**config.mk**
```make
export PLATFORM = sky130hd
export DESIGN_NAME = ex_stage_unit
export DESIGN_NICKNAME = d
export VERILOG_FILES = /design/src/rtl/ex_stage_unit.sv
export SDC_FILE = /design/constraint.sdc
export NUM_CORES = 1
export LEC_CHECK = 0
export CAP_MARGIN = 20
export CORE_UTILIZATION = 56
export DETAILED_ROUTE_END_ITERATION = 12
export PLACE_DENSITY = 0.84
export SYNTH_ARGS = -nofsm -noshare
export SYNTH_HDL_FRONTEND = slang
export SYNTH_SLANG_ARGS = --single-unit
```
**constraint.sdc**
```tcl
create_clock -name clock -period 3.9 [get_ports clock]
set_input_delay 0.39 -clock clock [delete_from_list [all_inputs] [get_ports clock]]
set_output_delay 0.39 -clock clock [all_outputs]
set_load 0.01 [all_outputs]
```
**src/rtl/ex_stage_unit.sv**
```systemverilog
// ex_stage_unit -- execute stage of the 16-bit pipeline.
//
// Consumes the ID/EX bundle, computes single-cycle ALU results and runs an
// iterative shift-add multiplier.  While the multiplier is busy, stall_out
// holds the ID/EX register.  All outputs are registered and form the EX/WB
// bundle.
//
// Optional feature: define EX_MULT_EN to build the multiplier.  Without it,
// opcode 1000 (MUL) is treated as illegal and stall_out is constant 0.
//
// Ports:
//   clock, reset   rising-edge clock, synchronous active-high reset
//   in_valid       ID/EX bundle holds a valid instruction
//   opcode_in      4-bit opcode
//   op_a, op_b     register-file operands
//   imm            sign-extended immediate (LI)
//   rd_in          destination register index
//   stall_out      ID/EX must hold its contents (registered)
//   res_valid      one-cycle pulse per completed instruction
//   res_data       result
//   res_rd         destination index
//   res_opcode     propagated opcode
//   res_wr_en      writeback enable
//   res_zero       res_data == 0, valid with res_valid
//   illegal        sticky unknown-opcode flag, cleared only by reset

module ex_stage_unit #(
  parameter int DATA_W     = 16,
  parameter int RD_W       = 3,
  parameter int MUL_CYCLES = 16
) (
  input  logic              clock,
  input  logic              reset,
  input  logic              in_valid,
  input  logic [3:0]        opcode_in,
  input  logic [DATA_W-1:0] op_a,
  input  logic [DATA_W-1:0] op_b,
  input  logic [DATA_W-1:0] imm,
  input  logic [RD_W-1:0]   rd_in,
  output logic              stall_out,
  output logic              res_valid,
  output logic [DATA_W-1:0] res_data,
  output logic [RD_W-1:0]   res_rd,
  output logic [3:0]        res_opcode,
  output logic              res_wr_en,
  output logic              res_zero,
  output logic              illegal
);

  if (MUL_CYCLES != DATA_W) begin : g_bad_cfg
    $error("ex_stage_unit: MUL_CYCLES must equal DATA_W");
  end

  localparam logic [3:0] OP_NOP = 4'b0000;
  localparam logic [3:0] OP_ADD = 4'b0001;
  localparam logic [3:0] OP_SUB = 4'b0010;
  localparam logic [3:0] OP_AND = 4'b0011;
  localparam logic [3:0] OP_OR  = 4'b0100;
  localparam logic [3:0] OP_SLT = 4'b0101;
  localparam logic [3:0] OP_SLL = 4'b0110;
  localparam logic [3:0] OP_SRL = 4'b0111;
  localparam logic [3:0] OP_MUL = 4'b1000;
  localparam logic [3:0] OP_LI  = 4'b1001;

  typedef enum logic {
    S_IDLE,
    S_MUL_RUN
  } state_t;

  state_t state_q, state_d;

  logic              stall_d;
  logic              res_valid_d;
  logic [DATA_W-1:0] res_data_d;
  logic [RD_W-1:0]   res_rd_d;
  logic [3:0]        res_opcode_d;
  logic              res_wr_en_d;
  logic              res_zero_d;
  logic              illegal_d;

  // Single-cycle ALU
  logic [DATA_W-1:0] alu_res;
  logic              alu_wr;
  logic              alu_ill;

  always_comb begin
    alu_res = '0;
    alu_wr  = 1'b1;
    alu_ill = 1'b0;
    unique case (opcode_in)
      OP_NOP: alu_wr = 1'b0;
      OP_ADD: alu_res = op_a + op_b;
      OP_SUB: alu_res = op_a - op_b;
      OP_AND: alu_res = op_a & op_b;
      OP_OR:  alu_res = op_a | op_b;
      OP_SLT: alu_res = {{(DATA_W-1){1'b0}}, ($signed(op_a) < $signed(op_b))};
      OP_SLL: alu_res = op_a << op_b[3:0];
      OP_SRL: alu_res = op_a >> op_b[3:0];
      OP_LI:  alu_res = imm;
      default: begin
        // Covers 1010-1111, and MUL when the multiplier is not built.
        alu_wr  = 1'b0;
        alu_ill = 1'b1;
      end
    endcase
  end

`ifdef EX_MULT_EN
  localparam int CNT_W = (MUL_CYCLES > 1) ? $clog2(MUL_CYCLES) : 1;

  logic [CNT_W-1:0]  cnt_q, cnt_d;
  logic [DATA_W-1:0] acc_q, acc_d;
  logic [DATA_W-1:0] a_sh_q, a_sh_d;
  logic [DATA_W-1:0] b_sh_q, b_sh_d;
  logic [RD_W-1:0]   rd_sh_q, rd_sh_d;
  logic [DATA_W-1:0] acc_step;

  // Accumulator value after the current iteration; on the last iteration
  // this goes straight to res_data so no extra drain cycle is needed.
  assign acc_step = acc_q + (b_sh_q[0] ? a_sh_q : '0);
`endif

  always_comb begin
    state_d      = state_q;
    stall_d      = stall_out;
    res_valid_d  = 1'b0;
    res_data_d   = res_data;
    res_rd_d     = res_rd;
    res_opcode_d = res_opcode;
    res_wr_en_d  = 1'b0;
    res_zero_d   = res_zero;
    illegal_d    = illegal;
`ifdef EX_MULT_EN
    cnt_d   = cnt_q;
    acc_d   = acc_q;
    a_sh_d  = a_sh_q;
    b_sh_d  = b_sh_q;
    rd_sh_d = rd_sh_q;
`endif
    unique case (state_q)
      S_IDLE: begin
        if (in_valid) begin
`ifdef EX_MULT_EN
          if (opcode_in == OP_MUL) begin
            a_sh_d  = op_a;
            b_sh_d  = op_b;
            rd_sh_d = rd_in;
            acc_d   = '0;
            cnt_d   = CNT_W'(MUL_CYCLES - 1);
            stall_d = 1'b1;
            state_d = S_MUL_RUN;
          end else
`endif
          begin
            res_valid_d  = 1'b1;
            res_data_d   = alu_res;
            res_zero_d   = (alu_res == '0);
            res_rd_d     = rd_in;
            res_opcode_d = opcode_in;
            res_wr_en_d  = alu_wr;
            illegal_d    = illegal | alu_ill;
          end
        end
      end
      S_MUL_RUN: begin
`ifdef EX_MULT_EN
        acc_d  = acc_step;
        a_sh_d = a_sh_q << 1;
        b_sh_d = b_sh_q >> 1;
        cnt_d  = cnt_q - 1'b1;
        if (cnt_q == '0) begin
          res_valid_d  = 1'b1;
          res_data_d   = acc_step;
          res_zero_d   = (acc_step == '0);
          res_rd_d     = rd_sh_q;
          res_opcode_d = OP_MUL;
          res_wr_en_d  = 1'b1;
          stall_d      = 1'b0;
          state_d      = S_IDLE;
        end
`else
        state_d = S_IDLE;
`endif
      end
      default: state_d = S_IDLE;
    endcase
  end

  always_ff @(posedge clock) begin
    if (reset) begin
      state_q    <= S_IDLE;
      stall_out  <= 1'b0;
      res_valid  <= 1'b0;
      res_data   <= '0;
      res_rd     <= '0;
      res_opcode <= '0;
      res_wr_en  <= 1'b0;
      res_zero   <= 1'b0;
      illegal    <= 1'b0;
    end else begin
      state_q    <= state_d;
      stall_out  <= stall_d;
      res_valid  <= res_valid_d;
      res_data   <= res_data_d;
      res_rd     <= res_rd_d;
      res_opcode <= res_opcode_d;
      res_wr_en  <= res_wr_en_d;
      res_zero   <= res_zero_d;
      illegal    <= illegal_d;
    end
  end

`ifdef EX_MULT_EN
  always_ff @(posedge clock) begin
    if (reset) begin
      cnt_q   <= '0;
      acc_q   <= '0;
      a_sh_q  <= '0;
      b_sh_q  <= '0;
      rd_sh_q <= '0;
    end else begin
      cnt_q   <= cnt_d;
      acc_q   <= acc_d;
      a_sh_q  <= a_sh_d;
      b_sh_q  <= b_sh_d;
      rd_sh_q <= rd_sh_d;
    end
  end
`endif

endmodule

```
# Word-level counts from Yosys, hierarchy flattened
# Cells that the tools add are included.
# totals
ff_bits	27
input_bits	58
# op_classes
n_addsub	2
magnitude_cmp	1
eq_ne	8
shift	2
n_mux	4
bitwise_logic	4
n_reduce_logical	5
# ops
operator	n
$pmux 16 s8	1
$add 16x16->16	1
$and 16x16->16	1
$eq 4x3->1 const B	4
$logic_not 16->1	1
$lt 16x16->1	1
$or 16x16->16	1
$shl 16x4->16	1
$shr 16x4->16	1
$sub 16x16->16	1
$reduce_or 9->1	1
$eq 4x2->1 const B	2
$reduce_or 8->1	1
$eq 4x1->1 const B	1
$eq 4x4->1 const B	1
$logic_not 4->1	1
$mux 1	3
$reduce_or 2->1	1
$not 1->1	1
$or 1x1->1	1

# Logic depth before layout (Yosys ltp)
# logic_depth
depth_word	4
mapped_depth	13

# Least setup slack after synthesis
# No wires, ideal clock.
# synth_path
kind	in2reg
start	input port op_b[2]
end	register res_zero
t_arrival_ns	2.921
required_ns	3.807
path_slack_ns	0.886
cell_stages	13
cell_sequence	inv_1 clkbuf_1 ha_1 clkbuf_1 nand2b_1 a21oi_1 o41a_1 a31o_2 a211o_1 o2111ai_1 nand2_1 or3_1 o32ai_1
# synth_between
elab_chain_cells	3
elab_cells_between_ends	9
cone_classes	add/sub (2); order compare (1); shift (2); mux (1); bitwise (2); reduce/logical (1)
# synth_rtl
element	line	source
start: declaration	37	input logic [DATA_W-1:0] op_b,
$sub 16x16->16 (tied with other cells)	93	OP_SUB: alu_res = op_a - op_b;
$pmux 16 s8 *	90	unique case (opcode_in)
$logic_not 16->1 *	157	res_zero_d = (alu_res == '0);
end signal: assignment	208	res_zero <= res_zero_d;
end: declaration	46	output logic res_zero,
# Every way passes the cells marked *; elsewhere a longest branch is shown, timed or not.
# A chain may end at the register's enable or synchronous reset.

# Worst setup path in the final report
# layout_path
start	input port op_a[0]
end	register res_zero
# layout_between
elab_chain_cells	3
elab_cells_between_ends	9
cone_classes	add/sub (2); order compare (1); shift (2); mux (1); bitwise (2); reduce/logical (1)
# layout_rtl
element	line	source
start: declaration	36	input logic [DATA_W-1:0] op_a,
$sub 16x16->16 (tied with other cells)	93	
$pmux 16 s8 *	90	
$logic_not 16->1 *	157	
# Marks and branches as above.

==> results by group <==
CTS
  – TritonCTS Sinks: 27
  – Total CTS buffers: 3
  – Clock slew at reported path FFs: 0.08 ns
  – # hold bufs at CTS: 0
  – Clk_lat worst skew: 0.26 ns
  – Post CTS Setup Buffer Count: 0
  – Post-CTS resize count: 0
  – CTS tree: built
  – Htree depth: 1
  – Root Driver: clkbuf_8
  – CTS Buffer Depth: 2

Detailed routing
  – DRT antenna net count: 0
  – WL/cell: about 23 µm
  – Via density per instance: 6.95
  – Post-route DRC: 0
  – Vias after detailed routing: 5921
  – Starting DRT DRC Count: about 790
  – First-pass DRT Iterations: 6
  – Drt total wl: 19.2 mm

Place
  – RD Place Congestion: 1.05
  – Placed instance area: 6180 µm²
  – PortBufs: 84
  – Placed Cells: 848
  – HPWL Detailed: approximately 15 mm

Yosys
  – Syn. warnings: 0
  – Synth Flop Type: dfxtp_1
  – Mapped Area: 5110 µm²
  – Share of synthesized registers carrying an async set or reset: 0%
  – Sequential share of the synthesized area: 10.6%
  – EDFF count, synth: 0
  – Syn Nets: 778
  – Syn Area/Cell: 7.70 µm²
  – Yosys cell types: 85
  – Cell taking the most area after synthesis: ha_1
  – Synthesized netlist cell count: 664
  – Seq cells post-synth: 27
  – Area contributors post-synth: ha_1 13%, dfxtp_1 11%, mux4_2 8.8%
  – Post-synth top area share: between 10% and 20%

Global route
  – Vias in the first global route: about 5700
  – Aggregate global routing overflow: 0
  – Pin count of the biggest net entering global routing: 38
  – First-pass GRT wire length: 30.2 mm
  – Initial antenna violation count: 0
  – GR Util All Layers: around 40%

Pwr
  – Clock power share: 12.6%
  – Max VDD drop: 100 µV
  – Power Dens Cells: 192 nW/µm²
  – NetSw: about 0.5 mW
  – Sw Share: 41.9%
  – Pwr Total: 1.19 mW
  – Gate power share: 61.9%
  – Part of the power in registers: 25.5%
  – Cell Int Power: approximately 0.69 mW
  – Leak: 2.64 nW

Layout
  – Layout Nets: 859
  – Commonest non-fill, non-tap cell in the layout: nor2_1
  – Share of cells above drive strength 1: roughly 13%
  – Diode count: 0
  – Final Cell Area: ~6200 µm²
  – Non-filler cells, final: 852
  – Area delta synth->final: 21.9%
  – Filler cells: 720
  – Commonest non-fill, non-tap cells in the layout: 83 x nor2_1, 82 x clkdlybuf4s50_1, 54 x ha_1
  – Final Util: 71.1%

Flow run
  – Maxcap violations: 0

STA
  – Final Skew: 0 ns
  – Fin. max-slew vios: 0
  – Final Hold Viols: 0
  – Fmax: 280 MHz
  – Setup Viol. Count Final: 0
  – Setup tns final: 0 ns
  – Max-slew headroom: 37.7%
  – Fin crit share: 91.4%
  – Slew @ Worst Pin: 0.921 ns
  – Minimum clock period: 3.57 ns
  – Unrepaired setup endpoints after global routing: false

Worst setup path
  – Crit start category: primary input
  – Setup slack, reg-to-reg: 3.16 ns
  – Crit path max fanout: 4
  – RR Endpoint: res_data[12]$_SDFFE_PP0P_
  – CP required: 4.08 ns
  – R2R depth: 2
  – R2R Path Start: res_data[12]$_SDFFE_PP0P_
  – CP Class: primary input to register
  – Crit. End Element: register
  – Crit path DAT: 3.75 ns

Die
  – Starting Density: between 50% and 60%
  – Chip Width: around 100 µm
  – Cell Rows: 34
  – Die Y: just under 100 µm
  – DIE AREA: 9510 µm²
  – IO Pins: 86
  – CORE AREA: between 8000 and 9000 µm²

Min path
  – HP Class: register to register
  – Worst Hold End: res_zero$_SDFFE_PP0P_
  – Hold Crit Depth: 2
  – Worst min-delay path startpoint: res_zero$_SDFFE_PP0P_

Status
  – Run status: complete, no violations
[power groups by stage]
stage	logic [mW]	clock network (mW)	registers, mW
detailed placement	0.711	0	0.311
global placement	0.699	0	0.310
floorplan	0.426	0	0.319
finish	0.739	0.150	0.305
global route	0.784	0.164	0.307
CTS	0.715	0.151	0.305
[worst max path at each step]
| stage | startpoint | to | slack [ns] | depth (start not counted) |
|---|---|---|---|---|
| 2_1_floorplan | op_b[2] | res_zero$_SDFFE_PP0P_ | 0.89 | 13 |
| 5_1_grt | op_a[0] | res_zero$_SDFFE_PP0P_ | 0.08 | 13 |
| 4_1_cts | op_a[0] | res_zero$_SDFFE_PP0P_ | 0.43 | 13 |
| 6_report | op_a[0] | res_zero$_SDFFE_PP0P_ | 0.33 | 13 |
| 3_3_place_gp | op_a[0] | res_zero$_SDFFE_PP0P_ | 0.24 | 13 |
| 3_5_place_dp | op_a[5] | res_zero$_SDFFE_PP0P_ | 0.17 | 12 |
[per-layer routing]
layer	GRT usage (%)	wire, µm
met3	10.2	2280
met1	52.1	7680
met5	0	0
met4	18.1	1050
met2	61.4	8230
[cell usage after synthesis, types with 4 or more instances]
library cell,instances
clkbuf_1,30
nand3_1,7
mux4_2,20
or3_1,9
a31oi_1,8
o21ai_0,23
mux2_2,9
a211o_1,7
nand2b_1,9
inv_1,51
a221o_1,4
and2_1,4
buf_1,8
nand4_1,4
a2111oi_0,6
nand2_1,44
xnor2_1,7
mux2i_1,25
nor4b_1,4
nor3_1,15
nor2b_1,9
mux2_1,4
buf_4,5
a211oi_1,19
dfxtp_1,27
o31ai_1,4
nor4_1,5
o21bai_1,5
o211ai_1,6
buf_2,7
o32ai_1,6
a21o_1,4
a21oi_1,38
ha_1,54
nor2_1,83
a2bb2oi_1,8
a221oi_1,8
[registers in the layout (all words and copies together), names as in the netlist]
register    cells
res_opcode      4
res_data       16
res_rd          3
illegal         1
res_zero        1
res_valid       1
res_wr_en       1
[area by class of cell]
cell class / instances / area, µm² / share of cell area [%]
repair buffers: 129 / 1170 / 18.8
clock buffers: 3 / 41.3 / 0.663
clock inverters: 1 / 5.00 / 0.0803
well taps: 108 / 135 / 2.17
multi-input cells: 531 / 4140 / 66.5
inverters: 53 / 199 / 3.19
flip-flops and latches: 27 / 541 / 8.68
[cell families after synthesis]
logic type      after synthesis  share of synthesized area [%]
simple gates                218                           21.2
compound gates              188                           26.8
buf+inv                     106                           8.64
mux                          60                           17.4
fa+ha+maj                    56                           14.0
flops                        27                           10.6
xor+xnor                      8                           1.37
other cells                   1                         0.0734
[worst max-delay path: stages]
cell and delay, ns:
clkdlybuf4s50_1 0.48, inv_1 0.07, ha_1 0.23, fa_1 0.42, o21bai_1 0.33, a2111oi_0 0.17
o31a_1 0.30, a221o_1 0.35, a21oi_1 0.32, nand4_1 0.17, nor4_2 0.27, nand4_1 0.12
o32ai_1 0.13
[through the flow]
step / hold WS (ns) / setup slack [ns]
CTS: 0.490 / 0.433
detailed placement: 0.478 / 0.174
floorplan: 0.497 / 0.886
global route: 0.513 / 0.0812
finish: 0.489 / 0.334
global placement: 0.450 / 0.240
Note: power is estimated with default switching activity, not from simulation.
